### config.mk
export PLATFORM = sky130hd
export DESIGN_NAME = cpu_iob_bridge
export DESIGN_NICKNAME = d
export VERILOG_FILES = /design/src/rtl/cpu_iob_bridge.sv
export SDC_FILE = /design/constraint.sdc
export NUM_CORES = 1
export LEC_CHECK = 0
export BUFFER_PORTS_ARGS = -buffer_cell sky130_fd_sc_hd__buf_2
export CORE_MARGIN = 4
export CORE_UTILIZATION = 41
export DETAILED_ROUTE_END_ITERATION = 6
export PLACE_DENSITY = 0.67
export REMOVE_ABC_BUFFERS = 1
export SYNTH_ARGS = -nofsm -noshare
export SYNTH_HDL_FRONTEND = slang
export SYNTH_SLANG_ARGS = --single-unit
### constraint.sdc
create_clock -name clk -period 6.2 [get_ports clk]
set_input_delay 0 -clock clk [delete_from_list [all_inputs] [get_ports clk]]
set_output_delay 0 -clock clk [all_outputs]
set_load 0.1 [all_outputs]
### src/rtl/cpu_iob_bridge.sv
// cpu_iob_bridge: CPU data port (byte/half/word loads and stores) to a single-word IOB bus.
//
// Ports:
//   clk, reset            clock (rising edge) and asynchronous active-high reset
//   cpu_req_i..wdata_i    CPU access request, sampled only while idle
//   cpu_stall_o           CPU must freeze while an access is outstanding
//   cpu_done_o            one-cycle completion pulse
//   cpu_err_o             completion was an error (misaligned or timeout)
//   cpu_rdata_o           aligned, extended load data, valid with cpu_done_o
//   iob_valid_o..wstrb_o  IOB request (word address, replicated data, byte strobes)
//   iob_ready_i           IOB request accepted
//   iob_rvalid_i/rdata_i  IOB read response
module cpu_iob_bridge #(
    parameter int unsigned ADDR_W      = 32,
    parameter int unsigned DATA_W      = 32,
    parameter int unsigned TIMEOUT_CYC = 256,
    parameter int unsigned TMO_W       = 16
) (
    input  logic              clk,
    input  logic              reset,
    input  logic              cpu_req_i,
    input  logic              cpu_we_i,
    input  logic [1:0]        cpu_size_i,
    input  logic              cpu_unsigned_i,
    input  logic [ADDR_W-1:0] cpu_addr_i,
    input  logic [DATA_W-1:0] cpu_wdata_i,
    output logic              cpu_stall_o,
    output logic              cpu_done_o,
    output logic              cpu_err_o,
    output logic [DATA_W-1:0] cpu_rdata_o,
    output logic              iob_valid_o,
    output logic [ADDR_W-3:0] iob_addr_o,
    output logic [DATA_W-1:0] iob_wdata_o,
    output logic [3:0]        iob_wstrb_o,
    input  logic              iob_ready_i,
    input  logic              iob_rvalid_i,
    input  logic [DATA_W-1:0] iob_rdata_i
);

    if (DATA_W != 32) begin : g_chk_data_w
        $error("cpu_iob_bridge: DATA_W must be 32");
    end
    if ((TMO_W < 32) && (TIMEOUT_CYC >= (32'd1 << TMO_W))) begin : g_chk_tmo_w
        $error("cpu_iob_bridge: TIMEOUT_CYC does not fit in TMO_W bits");
    end

    localparam bit               TmoEn   = (TIMEOUT_CYC != 0);
    localparam logic [TMO_W-1:0] TmoLast = TMO_W'(TmoEn ? TIMEOUT_CYC - 1 : 0);

    typedef enum logic [1:0] {StIdle, StReq, StWaitR, StDone} state_e;

    state_e              r_state;
    state_e              w_state_d;
    logic                r_we;
    logic [1:0]          r_size;
    logic                r_unsigned;
    logic [1:0]          r_lsb;
    logic [ADDR_W-3:0]   r_waddr;
    logic [DATA_W-1:0]   r_wdata;
    logic [3:0]          r_wstrb;
    logic [DATA_W-1:0]   r_rdata;
    logic                r_err;
    logic [TMO_W-1:0]    r_tmo;

    logic                w_accept;
    logic                w_misaligned;
    logic [3:0]          w_strb;
    logic [DATA_W-1:0]   w_wdata_rep;
    logic                w_tmo_hit;
    logic                w_load_cap;
    logic                w_err_d;
    logic [7:0]          w_rd_byte;
    logic [15:0]         w_rd_half;
    logic [DATA_W-1:0]   w_rd_ext;

    assign w_accept = (r_state == StIdle) && cpu_req_i;

    // Size 3 is treated as a word, so size[1] alone selects word alignment.
    assign w_misaligned = ((cpu_size_i == 2'd1) && cpu_addr_i[0]) ||
                          (cpu_size_i[1] && (cpu_addr_i[1:0] != 2'b00));

    always_comb begin
        w_strb      = 4'b1111;
        w_wdata_rep = cpu_wdata_i;
        case (cpu_size_i)
            2'd0: begin
                w_strb      = 4'b0001 << cpu_addr_i[1:0];
                w_wdata_rep = {4{cpu_wdata_i[7:0]}};
            end
            2'd1: begin
                w_strb      = 4'b0011 << {cpu_addr_i[1], 1'b0};
                w_wdata_rep = {2{cpu_wdata_i[15:0]}};
            end
            default: ;
        endcase
    end

    assign w_tmo_hit = TmoEn && (r_tmo == TmoLast);

    // Lane select and extension of the IOB read word using the captured request.
    always_comb begin
        case (r_lsb)
            2'd0:    w_rd_byte = iob_rdata_i[7:0];
            2'd1:    w_rd_byte = iob_rdata_i[15:8];
            2'd2:    w_rd_byte = iob_rdata_i[23:16];
            default: w_rd_byte = iob_rdata_i[31:24];
        endcase
        w_rd_half = r_lsb[1] ? iob_rdata_i[31:16] : iob_rdata_i[15:0];
        case (r_size)
            2'd0:    w_rd_ext = {{24{~r_unsigned & w_rd_byte[7]}}, w_rd_byte};
            2'd1:    w_rd_ext = {{16{~r_unsigned & w_rd_half[15]}}, w_rd_half};
            default: w_rd_ext = iob_rdata_i;
        endcase
    end

    always_comb begin
        w_state_d  = r_state;
        w_err_d    = r_err;
        w_load_cap = 1'b0;
        case (r_state)
            StIdle: begin
                if (cpu_req_i) begin
                    w_state_d = w_misaligned ? StDone : StReq;
                    w_err_d   = w_misaligned;
                end
            end
            StReq: begin
                // Completion takes priority over a timeout on the same cycle.
                if (iob_ready_i) begin
                    if (r_we) begin
                        w_state_d = StDone;
                    end else if (iob_rvalid_i) begin
                        w_state_d  = StDone;
                        w_load_cap = 1'b1;
                    end else begin
                        w_state_d = StWaitR;
                    end
                end else if (w_tmo_hit) begin
                    w_state_d = StDone;
                    w_err_d   = 1'b1;
                end
            end
            StWaitR: begin
                if (iob_rvalid_i) begin
                    w_state_d  = StDone;
                    w_load_cap = 1'b1;
                end else if (w_tmo_hit) begin
                    w_state_d = StDone;
                    w_err_d   = 1'b1;
                end
            end
            default: begin
                w_state_d = StIdle;
                w_err_d   = 1'b0;
            end
        endcase
    end

    always_ff @(posedge clk or posedge reset) begin
        if (reset) begin
            r_state    <= StIdle;
            r_we       <= 1'b0;
            r_size     <= 2'd0;
            r_unsigned <= 1'b0;
            r_lsb      <= 2'd0;
            r_waddr    <= '0;
            r_wdata    <= '0;
            r_wstrb    <= 4'd0;
            r_rdata    <= '0;
            r_err      <= 1'b0;
            r_tmo      <= '0;
        end else begin
            r_state <= w_state_d;
            r_err   <= w_err_d;
            if (w_accept) begin
                r_we       <= cpu_we_i;
                r_size     <= cpu_size_i;
                r_unsigned <= cpu_unsigned_i;
                r_lsb      <= cpu_addr_i[1:0];
                r_waddr    <= cpu_addr_i[ADDR_W-1:2];
                r_wdata    <= w_wdata_rep;
                r_wstrb    <= cpu_we_i ? w_strb : 4'd0;
                // Cleared here so stores and error completions return zero data.
                r_rdata    <= '0;
                r_tmo      <= '0;
            end else if ((r_state == StReq) || (r_state == StWaitR)) begin
                r_tmo <= r_tmo + TMO_W'(1);
            end
            if (w_load_cap) begin
                r_rdata <= w_rd_ext;
            end
        end
    end

    assign cpu_stall_o = (r_state == StReq) || (r_state == StWaitR) || w_accept;
    assign cpu_done_o  = (r_state == StDone);
    assign cpu_err_o   = (r_state == StDone) && r_err;
    assign cpu_rdata_o = (r_state == StDone) ? r_rdata : '0;
    assign iob_valid_o = (r_state == StReq);
    assign iob_addr_o  = r_waddr;
    assign iob_wdata_o = r_wdata;
    assign iob_wstrb_o = r_wstrb;

endmodule

Word level (Yosys, flattened, before mapping)
Index checks and enable logic that the tools add are counted.

Equality and inequality tests: 11. Add/sub/neg operators: 1. Mux-type cells: 28. Bitwise logic cells: 3. Shift-type cells: 2. Reduce and logical (&&, ||, !) cells: 15.

Operators by type and width (number): $pmux W32 S2 (2); $mux W32 (3); $mux W16 (3); $pmux W8 S3 (1); $add A16 B1 Y16 const B (1); $eq A16 B8 Y1 const B (1); $mux W2 (5); $mux W1 (9); $eq A2 B1 Y1 const B (4); $logic_not A2 Y1 (4); $pmux W4 S2 (1); $eq A2 B2 Y1 const B (3); $ne A2 B2 Y1 const B (3); $pmux W2 S3 (1); $reduce_bool A2 Y1 (3); $logic_and A1 B1 Y1 (4); $mux W4 (1); $shl A1 B2 Y4 const A (1); $shl A2 B2 Y4 const A (1); $logic_or A1 B1 Y1 (3); $pmux W1 S3 (1); $reduce_and A3 Y1 (1); $and A1 B1 Y1 (2); $pmux W1 S2 (1); $not A1 Y1 (1).

Output and inout port bits: 102. Bits of input ports: 105. Word-level logic and storage cells: 71. Bits in registers: 123.

Logic depth before layout (Yosys ltp)
Gate-level depths: netlist of run 1.

Word-level depth: 6. Mapped depth: 8. Depth with buffers taken out: 6.

Worst setup path before layout of run 1
No wires, ideal clock.

Kind: register to register. From: register r_state[1]. To: register r_rdata[16]. Clock period less this slack: 2737 ps. Arrival: 2611 ps. Data required time: 6074 ps. Stages on the path, launching flop included: 8. Library setup time: 126 ps. Setup slack: 3463 ps. Path buffers: 1. Cell sequence: dfrtp_1 -> inv_1 -> ha_1 -> nand3b_1 -> a21oi_2 -> nor2_1 -> clkbuf_1 -> a221o_1.

Word-level cells in the longest chain between the ends: 3. Elaborated cells between the ends (all ways): 7. Classes of those cells: eq/ne: 2; mux: 2; reduce/logical: 3.

RTL lines: start, declared (line 52) `state_e r_state;`; start signal, assigned (line 161) `r_state <= StIdle;`; start signal, assigned (line 173) `r_state <= w_state_d;`; $eq A2 B1 Y1 *; via iob_valid_o (line 31) `output logic iob_valid_o,`; $pmux W1 S2 * (line 120) `case (r_state)`; $mux W32 / $reduce_bool A2 Y1 (equally long branches); end signal, assigned (line 190) `r_rdata <= w_rd_ext;`; end, declared (line 61) `logic [DATA_W-1:0] r_rdata;`.

The timed path passes the listed nets; every way through them passes the cells marked *. A chain may end at the register's enable or synchronous reset.

Worst setup path in the final report of run 1
From: register r_state[0]. To: register r_rdata[20].

Word-level cells in the longest chain between the ends: 3. Elaborated cells between the ends (all ways): 7. Classes of those cells: eq/ne: 2; mux: 2; reduce/logical: 3.

RTL lines (line): $eq A2 B2 Y1, or another cell as far along (120); $pmux W1 S2 / $logic_and A1 B1 Y1 (equally long branches) (120, 76); $mux W32 / $reduce_bool A2 Y1 (equally long branches).

Several ways; a longest one is shown, not always the timed one.

==> qor.csv, run 1 <==
stage,metric,value,unit
run_status,run status,finished clean,
sta,WHS,15.3,ps
clock_network,CTS tree,done,
route,DR vias,5929,
setup_path,WP data required,6540,ps
place,dpl cell area,7250,um^2
sta,Final Setup Violations,0,
logic_synthesis,multiplexer area fraction after synthesis,6.69,%
logic_synthesis,top cell type by total area after synthesis,dfrtp_1,
route,DRC Markers,0,
sta,fin crit share,44.0,%
place,Final HPWL DP,11800,um
logic_synthesis,top cell type's share of synthesized area,50.3,%
final_layout,Final Non-Filler Cells,1153,
final_layout,"commonest non-fill, non-tap cell in the layout",buf_2,
place,port bufs,206,
global_route,initial antenna violation count,1,
clock_network,clock slew at reported path FFs,60,ps
logic_synthesis,Synth async-reset ratio,100,%
sta,final setup skew,4.79,ps
logic_synthesis,Post-Synth Simple-Gate Area,23.0,%
setup_path,crit path max fanout,17,
logic_synthesis,Post-synth EDFFs,0,
logic_synthesis,XOR/XNOR Fraction of Synth Area,1.29,%
clock_network,Post-CTS Setup Bufs,0,
route,"antenna viol nets, final",0,
final_layout,fin nets,1065,
floorplanning,row cnt,44,
clock_network,H-tree Lvls,4,
final_layout,Util after Layout,61.2,%
floorplanning,Vert. Die Dim,130,um
floorplanning,Die X,130,um
sta,Setup TNS Final,0,ps
final_layout,most frequent cells in the layout,"buf_2 (206), nand2_1 (168), dfrtp_1 (123), dlygate4sd3_1 (99), o21ai_0 (49)",
pwr,PD cells,603,nW/um^2
hold_path,worst hold path type,input pin to flop,
pwr,worst vdd ir,0.561,mV
final_layout,P&R area growth vs syn,45.9,%
clock_network,CTS Sinks,123,
floorplanning,die area,16900,um^2
logic_synthesis,Yosys warning count,0,
route,initial DRC count,416,
sta,minimum clock period,2730,ps
sta,RSZ-0062 raised after global routing,false,
sta,Final Hold Fails,0,
logic_synthesis,#FFs+latches synth,123,
setup_path,Worst setup SP type,flop,
place,Inst Count DP,1021,
pwr,P_leak,4.58,nW
route,vias per cell,5.14,
route,drt pass-1 iters,5,
final_layout,final instance area,8920,um^2
sta,Slew Limit Fails,0,
clock_network,Max Root-Sink Buffers,2,
route,Routed WL,18800,um
clock_network,Clock Latency Late Sink,410,ps
logic_synthesis,main combinational cell family by area after synthesis,simple AND/OR/NAND/NOR gates,
setup_path,Crit Path Class,flop to flop,
sta,f_max,0.367,GHz
setup_path,CP Capture Type,flop,
logic_synthesis,Synth area leaders,"dfrtp_1 (50%), nand2_1 (10%), mux2i_1 (5.4%), o21ai_0 (4.0%), and2_1 (3.5%)",
job,Max-Cap Viols,0,
logic_synthesis,syn_area_per_cell,9.14,um^2
global_route,first-pass GRT wire length,29900,um
logic_synthesis,Synth Area in Compound Gates,14.2,%
final_layout,layout cells sized above 1,27.7,%
logic_synthesis,dominant synthesized flop cell,dfrtp_1,
sta,worst slew pin tran,1110,ps
setup_path,WP data arrival,3070,ps
floorplanning,IO Pins,207,
logic_synthesis,Unique masters post-synth,47,
logic_synthesis,sequential share of the synthesized area,50.3,%
floorplanning,Starting Density,41.9,%
global_route,vias in the first global route,5935,
global_route,total track usage,22.4,%
place,GP Congestion,0.778,
floorplanning,core area,14600,um^2
clock_network,Root Driver,clkbuf_16,
logic_synthesis,synthesized area,6110,um^2
logic_synthesis,adder-cell area share of the yosys netlist,1.02,%
route,post-DR wirelength/cell,16.3,um
global_route,gr ovfl total,0,
clock_network,CTS Buf Count,17,
global_route,largest net degree at the start of global routing,112,
logic_synthesis,cell count after synthesis,669,
sta,Rel. slew slack,26.2,%
==> repair_timing <==
| action | 4_1_cts | 5_1_grt |
|---|---|---|
| gates resized for setup | 0 | 0 |
| hold endpoints to repair | 161 | 0 |
| hold buffers | 99 | 0 |
==> worst max-delay path, cell delays in order (launching register included) <==
cell and delay [ps]:
dfrtp_1 410, inv_1 80, ha_1 460, nand2_1 160, a21o_1 380, nor2_1 870
a221o_1 290
==> report_power, final <==
part / switching, mW / leakage, nW / total (mW) / internal [mW]
clock network: 0.365 / 0.322 / 1.14 / 0.773
logic: 2.38 / 2.67 / 2.95 / 0.566
registers: 0.207 / 1.59 / 1.29 / 1.09
==> layer usage <==
layer	up-vias	global-route usage (%)	routed length, um
li1	2869	-	-
met5	-	0	0
met3	40	6.59	1600
met2	265	34.1	8380
met4	0	9.96	543
met1	2755	29.7	8270
==> worst paths after layout <==
path,end,slack (ps),from,depth (start not counted)
worst min register to register,iob_wstrb_o[2],470,iob_wstrb_o[2],1
worst max-delay path,r_rdata[20],3470,r_state[0],6
min in group asynchronous,iob_addr_o[23],250,reset,3
worst min-delay path,r_size[0],20,cpu_size_i[0],3
worst max register to register,r_rdata[20],3470,r_state[0],6
max in group asynchronous,r_size[0],4590,reset,4
==> cell families after synthesis <==
group	after synthesis
simple gates	306
compound gates	133
flops	123
buf+inv	54
mux	39
xor+xnor	9
fa+ha+maj	5
==> final cells by class <==
class / instances / area (um^2)
antenna: 1 / 2.50
clock buffer: 20 / 457
clock inverter: 12 / 218
fill: 1175 / 5670
inverter: 11 / 43.8
multi-input combinational: 492 / 2830
sequential: 123 / 3080
tap: 184 / 230
timing repair buffer: 310 / 2060
==> synthesized netlist by cell type, types with 7 or more instances <==
| library cell | n |
|---|---|
| dfrtp_1 | 123 |
| o2bb2ai_1 | 7 |
| clkbuf_1 | 32 |
| a221o_1 | 17 |
| nand2_1 | 169 |
| and3_1 | 9 |
| nand3_1 | 11 |
| o21ai_0 | 49 |
| and2_1 | 34 |
| mux2i_1 | 33 |
| inv_1 | 11 |
| or3b_2 | 8 |
| a21oi_1 | 29 |
| nor2_1 | 48 |
==> stage by stage <==
stage,worst slack [ps],power [mW]
floorplan,2740,3.63
global placement,3590,4.17
detailed placement,3500,4.19
CTS,3460,5.38
global route,3230,5.62
finish,3470,5.38
==> registers in the layout, summed over array words and instances, names as in the netlist <==
signal / cells
iob_addr_o: 30
iob_wdata_o: 32
iob_wstrb_o: 4
r_err: 1
r_lsb: 2
r_rdata: 32
r_size: 2
r_state: 2
r_tmo: 16
r_unsigned: 1
r_we: 1
Note: power is estimated with default switching activity, not from simulation.
==> run 2, diff against run 1 <==
==> constraint.sdc (replaced) <==
create_clock -name clk -period 2.73 [get_ports clk]
set_input_delay 0 -clock clk [delete_from_list [all_inputs] [get_ports clk]]
set_output_delay 0 -clock clk [all_outputs]
set_load 0.1 [all_outputs]
==> run 2 against run 1 <==
Compared with the run above: cell count increased by 0.78%; via count increased by 1.1%; routed wire length increased by 2.4%; critical path type unchanged; largest cell class unchanged.
==> qor.csv, run 2 (synthesized netlist as in run 1, its figures left out) <==
stage,metric,value,unit,change
hold_path,worst hold path type,input pin to flop,,
global_route,vias in the first global route,6235,,+5.1%
sta,Final Hold Fails,0,,unchanged
global_route,largest net degree at the start of global routing,52,,-54%
final_layout,P&R area growth vs syn,45.9,%,about the same
setup_path,Crit Path Class,flop to flop,,
sta,final setup skew,5.39,ps,+0.604 ps
pwr,PD cells,1330,nW/um^2,+120%
sta,worst slew pin tran,650,ps,-457 ps
setup_path,WP depth,6,,unchanged
route,drt pass-1 iters,5,,unchanged
setup_path,WP data required,3060,ps,-3480 ps
floorplanning,Die X,130,um,unchanged
clock_network,CTS Sinks,123,,unchanged
floorplanning,row cnt,44,,unchanged
setup_path,cell family contributing the most delay on the critical path,simple AND/OR/NAND/NOR gates,,
clock_network,clock slew at reported path FFs,50,ps,about the same
route,DR vias,5994,,+1.1%
setup_path,WP data arrival,2630,ps,-440 ps
global_route,total track usage,23.1,%,+0.70 points
sta,WHS,27.7,ps,+12.5 ps
setup_path,Worst setup SP type,flop,,
place,port bufs,206,,unchanged
setup_path,worst reg2reg path endpoint,r_tmo[12],,
place,pre-CTS setup slack,422,ps,-3080 ps
sta,Slew Limit Fails,0,,unchanged
floorplanning,core area,14600,um^2,unchanged
setup_path,critical path cell sequence,inv_1 > ha_1 > nand2_1 > or4_4 > or3_1 > a21oi_1,,
setup_path,crit path max fanout,9,,-8
hold_path,hold endpoint,r_size[0],,
sta,setup ws final,426,ps,-3050 ps
global_route,first-pass GRT wire length,31000,um,+3.8%
final_layout,most frequent cells in the layout,"buf_2 (206), nand2_1 (168), dfrtp_1 (123), dlygate4sd3_1 (99), o21ai_0 (49)",,
clock_network,Root Driver,clkbuf_16,,
sta,fin crit share,84.4,%,+40 points
pwr,P_leak,4.60,nW,+0.50%
setup_path,sum of buffers and inverters on the critical path,1,,unchanged
global_route,gr ovfl total,0,,unchanged
route,DRC Markers,0,,unchanged
clock_network,Clock Latency Late Sink,400,ps,about the same
floorplanning,Vert. Die Dim,130,um,unchanged
global_route,initial antenna violation count,1,,unchanged
setup_path,CP max stage delay,570,ps,-300 ps
final_layout,Fill cells,1201,,+2.2%
setup_path,Crit Reg-Reg Startpoint,r_state[1],,
final_layout,"commonest non-fill, non-tap cell in the layout",buf_2,,
setup_path,R2R depth,6,,unchanged
setup_path,"Slowest-stage cell, CP",or4_4,,
final_layout,Final Non-Filler Cells,1162,,+0.78%
setup_path,r2r setup slk,430,ps,-3050 ps
route,vias per cell,5.16,,+0.31%
route,"antenna viol nets, final",0,,unchanged
clock_network,H-tree Lvls,4,,unchanged
clock_network,CTS Buf Count,17,,unchanged
floorplanning,Starting Density,41.9,%,unchanged
pwr,Overall Power,11.9,mW,+120%
clock_network,Max Root-Sink Buffers,2,,unchanged
place,GP Congestion,0.845,,+8.7%
floorplanning,IO Pins,207,,unchanged
route,Routed WL,19200,um,+2.4%
clock_network,CTS tree,done,,
place,Final HPWL DP,12300,um,+4.7%
job,Max-Cap Viols,0,,unchanged
run_status,run status,finished clean,,
pwr,worst vdd ir,1.24,mV,+120%
final_layout,fin nets,1076,,+1.0%
sta,RSZ-0062 raised after global routing,false,,
setup_path,CP Capture Type,flop,,
sta,f_max,0.434,GHz,+18%
final_layout,layout cells sized above 1,28.2,%,+0.53 points
sta,Final Setup Violations,0,,unchanged
sta,minimum clock period,2300,ps,-423 ps
floorplanning,die area,16900,um^2,unchanged
route,post-DR wirelength/cell,16.6,um,+1.7%
route,initial DRC count,356,,-14%
final_layout,Antenna Cells,0,,-1
hold_path,Hold Path Depth,3,,unchanged
sta,Rel. slew slack,56.7,%,+30 points
clock_network,PostCTS Resize Cnt,0,,unchanged
hold_path,Hold Crit Start,cpu_size_i[0],,
place,Inst Count DP,1032,,+1.1%
==> run 2: timing repair <==
action / CTS / global route
endpoints found under the hold margin: 178 / 0
hold buffers: 99 / 0
buffers inserted: 0 / 0
==> run 2: tightest hold or removal path: stages <==
cell	delay [ps]
buf_2	220
nand2_1	90
o21ai_0	70
==> run 2: worst max path at each step <==
stage / start / end / slack [ps]
final: r_state[1] / r_tmo[12] / 430
after global routing: r_state[1] / r_tmo[12] / 310
after CTS: r_state[1] / r_tmo[12] / 430
after detailed placement: r_state[1] / r_tmo[12] / 420
after global placement: r_state[0] / r_tmo[14] / 520
after floorplan: r_state[0] / cpu_stall_o / -730
==> run 2: layout make-up <==
type / count / area [um^2] / area share (%)
sequential: 123 / 3080 / 34.5
timing repair buffer: 321 / 2170 / 24.3
inverter: 11 / 43.8 / 0.491
multi-input combinational: 492 / 2830 / 31.8
tap: 184 / 230 / 2.58
clock buffer: 23 / 478 / 5.36
clock inverter: 8 / 92.6 / 1.04
==> run 2: report_power, final <==
| part | internal, mW | switching, mW | total (mW) |
|---|---|---|---|
| registers | 2.47 | 0.468 | 2.94 |
| logic | 1.34 | 5.44 | 6.79 |
| clock network | 1.40 | 0.781 | 2.18 |
==> run 2: layer usage <==
| layer | GRT usage (%) | routed length [um] | vias to the layer above |
|---|---|---|---|
| met4 | 9.35 | 433 | 2 |
| met3 | 7.29 | 1770 | 38 |
| met2 | 37.4 | 9110 | 267 |
| met5 | 0 | 20 | - |
| li1 | - | - | 2884 |
| met1 | 28.7 | 7910 | 2803 |
==> run 2: per-stage QoR <==
step	utilization [%]	TNS (ps)	cell area (um^2)
2_1_floorplan	-	-73550	5940
3_3_place_gp	50.5	0	7360
3_5_place_dp	50.5	0	7360
4_1_cts	61.2	0	8920
5_1_grt	61.2	0	8920
6_report	61.2	0	8920
